File: src/rtl/wb_regfile.sv
// Write-back stage and 32-entry architectural register file for the 5-stage MIPS pipeline.
// The two ID read ports are combinational with write-first bypass; commit_count tracks committed writes.
module wb_regfile #(
    parameter int unsigned DATA_W = 32,
    parameter int unsigned ADDR_W = 5
) (
    input  logic              clk,
    input  logic              rst_n,
    input  logic [DATA_W-1:0] wb_mem_data,
    input  logic [DATA_W-1:0] wb_alu_result,
    input  logic [ADDR_W-1:0] wb_rd,
    input  logic [1:0]        wb_control,
    input  logic [ADDR_W-1:0] rs_addr,
    input  logic [ADDR_W-1:0] rt_addr,
    output logic [DATA_W-1:0] rs_data,
    output logic [DATA_W-1:0] rt_data,
    output logic [DATA_W-1:0] wb_data,
    output logic              wb_we,
    output logic [31:0]       commit_count
);

    localparam int unsigned NUM_REGS = 1 << ADDR_W;
    localparam int unsigned CNT_W    = 32;

    logic [DATA_W-1:0] regs [NUM_REGS];

    // MemtoReg picks the load data; the value is driven even when RegWrite is low.
    assign wb_data = wb_control[0] ? wb_mem_data : wb_alu_result;
    assign wb_we   = rst_n & wb_control[1] & (wb_rd != '0);

    // Index 0 reads as zero and never bypasses; a pending write to the same index wins.
    always_comb begin
        rs_data = regs[rs_addr];
        if (rs_addr == '0) begin
            rs_data = '0;
        end else if (wb_we && (rs_addr == wb_rd)) begin
            rs_data = wb_data;
        end
    end

    always_comb begin
        rt_data = regs[rt_addr];
        if (rt_addr == '0) begin
            rt_data = '0;
        end else if (wb_we && (rt_addr == wb_rd)) begin
            rt_data = wb_data;
        end
    end

    // Reset clears the array and discards any write-back presented in the same cycle.
    always_ff @(posedge clk) begin
        if (!rst_n) begin
            for (int i = 0; i < int'(NUM_REGS); i++) begin
                regs[i] <= '0;
            end
            commit_count <= '0;
        end else if (wb_we) begin
            regs[wb_rd]  <= wb_data;
            commit_count <= commit_count + CNT_W'(1);
        end
    end

endmodule

File: config.mk
export PLATFORM = sky130hd
export DESIGN_NAME = wb_regfile
export DESIGN_NICKNAME = d
export VERILOG_FILES = /design/src/rtl/wb_regfile.sv
export SDC_FILE = /design/constraint.sdc
export NUM_CORES = 2
export LEC_CHECK = 0
export CAP_MARGIN = 20
export CORE_AREA = 3 3 449 362
export DETAILED_ROUTE_END_ITERATION = 7
export DIE_AREA = 0 0 452 365
export HOLD_SLACK_MARGIN = 0.15
export PLACE_DENSITY = 0.53
export RECOVER_POWER = 50
export SETUP_SLACK_MARGIN = 0.02
export SLEW_MARGIN = 40
export SYNTH_ARGS = -nofsm -noshare
export SYNTH_HDL_FRONTEND = slang
export SYNTH_SLANG_ARGS = --single-unit
File: constraint.sdc
create_clock -name clk -period 2.95 [get_ports clk]
set_input_delay 0.4425 -clock clk [delete_from_list [all_inputs] [get_ports clk]]
set_output_delay 0.4425 -clock clk [all_outputs]
set_load 0.03 [all_outputs]
==> impl.org <==
** Outcome
- The flow ran to the end, but the final reports show violations.
- The final reports fail on max-capacitance violations, max-slew violations, negative setup slack.

** Global route
- Via count of the first global-routing pass :: 39923
- The first global-routing pass estimated 322600 um of wire.
- The total overflow left after global routing is 0.
- All-layer global routing usage :: 27.99%
- The initial antenna violation count is 13.
- Largest net degree at the start of global routing :: 48

** Critical path
- Measured in cells, the most critical reg-to-reg path has a length of 5.
- Worst-case register-to-register setup slack :: 730 ps
- For the worst setup path, the data required time is 2510 ps.
- CP arrival :: 2850 ps
- Max Fanout on Critical Path :: 2
- The worst setup path is of the reg2out kind.
- Crit end category :: primary output
- Nature of the critical path startpoint :: flop

** Timing
- Finish-stage setup viols :: 42
- Slew @ Worst Pin :: 2057 ps
- Max Clk Rate :: 304.0 MHz
- Final worst setup slack :: -339.2 ps
- Of the available clock period, the critical path in the final layout requires 111.5%.
- The final hold violation count was 0.
- Setup repair after global routing could not meet its margin everywhere.
- The count of final max-slew check failures is 345.
- Tightest slew margin relative to the limit :: -37.11%
- Final Skew :: 6.740 ps
- Crit path time final :: 3289 ps

** Synth
- Portion of the post-synthesis area used by sequential elements :: 56.74%
- In the synthesized netlist, the number of instances is 3990.
- Synthesized area per cell :: 13.87 sq um
- The biggest area contributor in the post-synthesis netlist is sky130_fd_sc_hd__edfxtp_1.
- Total number of yosys warnings :: 0
- Yosys mapped a number of flops with a built-in enable equal to 1024.
- Of all flip-flops after synthesis, the portion carrying an async set or reset was 0%.
- The cell area that synthesis handed to floorplanning was 55330 sq um.
- Leading register cell type out of synthesis :: sky130_fd_sc_hd__edfxtp_1
- Number of distinct library cell variants in the gate-level netlist after synthesis :: 66
- Yosys attributes the largest share of cell area to sky130_fd_sc_hd__edfxtp_1 (56%), sky130_fd_sc_hd__mux4_2 (19%), sky130_fd_sc_hd__nor2_1 (7.2%).
- sky130_fd_sc_hd__nor2_1 is the most common cell in the netlist.
- The synthesized design contains 1056 register bits.
- Leading post-synthesis cells by instance count :: sky130_fd_sc_hd__nor2_1 (1054), sky130_fd_sc_hd__edfxtp_1 (1024), sky130_fd_sc_hd__mux4_2 (476), sky130_fd_sc_hd__mux2i_1 (262), sky130_fd_sc_hd__clkbuf_1 (255)
- Share of the synthesized area in the top cell type :: 55.58%

** Floorplanning
- Die outline area :: 165000 sq um
- Number of placed I/O pins :: 212
- In this run the standard cell core region covers 158800 sq um.
- X dimension of the die :: 452 um
- Die Span Y :: 365 um
- For this configuration, the core starts out at a cell density of 34.83%.
- Row generation in the floorplan step produced 131 rows.

** Finish
- Measured on the finished design, the core utilization comes to 44.39%.
- Layout overhead on the synthesized area :: 27.43%
- Net count reported at finish :: 4663
- Share of cells above drive strength 1 :: 35.48%
- Total of fill cells in the finished design :: 14157
- For this run, the number of standard cells in the final layout without fillers is 6811.
- Fin area :: 70510 sq um

** CTS
- TritonCTS clock tree :: built
- Sinks on the clock net :: 1056
- Number of buffers inserted during clock tree synthesis :: 112
- Clock latency reported for the late side of the worst-skew pair :: 750 ps
- The clock tree synthesis step divided the H-tree into 3 levels.
- Post-CTS clock slew at the launch and capture registers of the worst setup and hold paths :: 60 ps
- Number of hold-repair buffers added at the cts stage :: 0
- Clock tree synthesis selected as its root buffer the cell sky130_fd_sc_hd__clkbuf_16.
- In this run the deepest clock path goes through 3 buffers.

** Routing
- Average detailed-routed wire length per instance :: 34.51 um
- Total Wirelength :: 235100 um
- Initial DRT Pass Iterations :: 6
- Post-DRT Antenna Nets :: 0
- Using the TritonRoute via totals, the vias-per-cell ratio works out to 6.064.
- In the routed design, unresolved DRC markers number 0.
- The first routing iteration left 5911 violations.
- Summing over every cut layer, the via total after detailed routing is 41301.

** Pwr
- The design draws 0.03921 W.
- VDD sags by at most 0.0005358 V.
- In this run the power density over the cells is 556.1 nW/um^2.
- Leak :: 25.38 nW

** Worst hold path
- Along the worst hold path, the cell count comes to 6.
- In this run the worst hold path is classified as in2reg.

** Placed design
- The count of buffers added on input and output ports is 211.
- Detail Placement HPWL :: 149700 um
- Once placement finished, the instance area stood at 65650 sq um.
- Placed Cells incl. Taps :: 6545
- Routability cong. :: 0.9107

** Run
- Number of maximum-capacitance violations :: 10
[flip-flops by register name, summed over array words and instances, names as in the netlist]
register,count
commit_count,32
regs,1024
[cell families after synthesis]
family                     after synthesis  synth area share, %
AOI/OAI and AO/OA                      335                4.304
xor gates and xnor gates                26               0.4116
buffers and inverters                  461                4.195
muxes                                  760                24.56
other                                    1             0.006778
DFF                                   1056                56.74
adders and majority gates                1              0.02261
and+or+nand+nor                       1350                9.760
[metrics by stage]
stage          worst slack, ps  setup TNS [ps]  hold slack (ps)
3_5_place_dp            -893.8          -67450            470.2
4_1_cts                 -363.1           -5751            163.5
3_3_place_gp            -898.6          -71540            464.8
6_report                -339.2           -4217            423.1
2_1_floorplan           -8.106          -29.15            602.4
5_1_grt                 -397.9           -7608            428.0
[critical path: stages, from the launching register on]
cell,delay (ps)
sky130_fd_sc_hd__edfxtp_1,410
sky130_fd_sc_hd__mux4_2,480
sky130_fd_sc_hd__mux4_2,490
sky130_fd_sc_hd__nor2_1,110
sky130_fd_sc_hd__buf_4,140
sky130_fd_sc_hd__a211oi_2,50
sky130_fd_sc_hd__o21a_1,250
sky130_fd_sc_hd__buf_6,150
[area by class of cell]
cell class,count,area (sq um),share of cell area [%]
clock inverters,74,663.1,0.9406
multi-input cells,2504,23730,33.66
inverters,48,186.4,0.2644
diodes,10,25.02,0.03549
repair buffers,857,8939,12.68
flip-flops and latches,1056,31390,44.52
clock buffers,134,2907,4.122
well taps,2128,2663,3.776
[power by group]
group	switching, W	internal [W]
Sequential	0.000414	0.0173
Combinational	0.00402	0.00323
Clock	0.00639	0.00789
Total	0.0108	0.0284
[cells in the final DEF, fill, tap and decap left out, types with 9 or more instances in the layout]
master                            instances
sky130_fd_sc_hd__o211ai_1                 9
sky130_fd_sc_hd__clkinv_2                20
sky130_fd_sc_hd__mux2i_2                 17
sky130_fd_sc_hd__clkbuf_2                50
sky130_fd_sc_hd__inv_1                   43
sky130_fd_sc_hd__nand2_2                 29
sky130_fd_sc_hd__mux4_2                 476
sky130_fd_sc_hd__nor2_1                1053
sky130_fd_sc_hd__edfxtp_1              1024
sky130_fd_sc_hd__clkinv_1                30
sky130_fd_sc_hd__a221oi_2                26
sky130_fd_sc_hd__diode_2                 10
sky130_fd_sc_hd__conb_1                  32
sky130_fd_sc_hd__clkbuf_16              116
sky130_fd_sc_hd__o22ai_2                 24
sky130_fd_sc_hd__nand4_1                 13
sky130_fd_sc_hd__buf_4                  449
sky130_fd_sc_hd__mux2i_4                 35
sky130_fd_sc_hd__a221oi_1                35
sky130_fd_sc_hd__nand3_1                 28
sky130_fd_sc_hd__dfxtp_1                 32
sky130_fd_sc_hd__clkdlybuf4s50_1        110
sky130_fd_sc_hd__nor3b_1                 10
sky130_fd_sc_hd__o21ai_0                 35
sky130_fd_sc_hd__mux2i_1                210
sky130_fd_sc_hd__buf_12                 166
sky130_fd_sc_hd__o22ai_4                 18
sky130_fd_sc_hd__a21oi_2                 18
sky130_fd_sc_hd__nand2_1                128
sky130_fd_sc_hd__mux2_2                  19
sky130_fd_sc_hd__a21oi_1                 39
sky130_fd_sc_hd__or3_1                   11
sky130_fd_sc_hd__clkbuf_1                46
sky130_fd_sc_hd__buf_6                   31
sky130_fd_sc_hd__bufinv_16               10
sky130_fd_sc_hd__a211oi_2                21
sky130_fd_sc_hd__nor3_1                  10
sky130_fd_sc_hd__xnor2_1                 19
[path summary, 6_finish.rpt]
check / from / to
min: wb_rd[4] / commit_count[3]
min reg2reg: commit_count[31] / commit_count[31]
max reg2reg: commit_count[10] / commit_count[25]
max: regs[31][21] / rs_data[21]
[layer usage]
layer	up-vias	wire (um)	GRT usage (%)
met1	21357	91370	38.45
met2	2932	103300	42.02
met5	-	23	0
li1	16451	-	-
met4	2	12380	12.46
met3	559	28050	7.008
[timing repair]
item                                    4_1_cts  5_1_grt
setup buffers                                39       30
cloned                                        2        0
gates resized for setup                     235       85
endpoints found under the setup margin       64       62
pin swaps                                    92       67
Power figures use the tool's default switching activity.
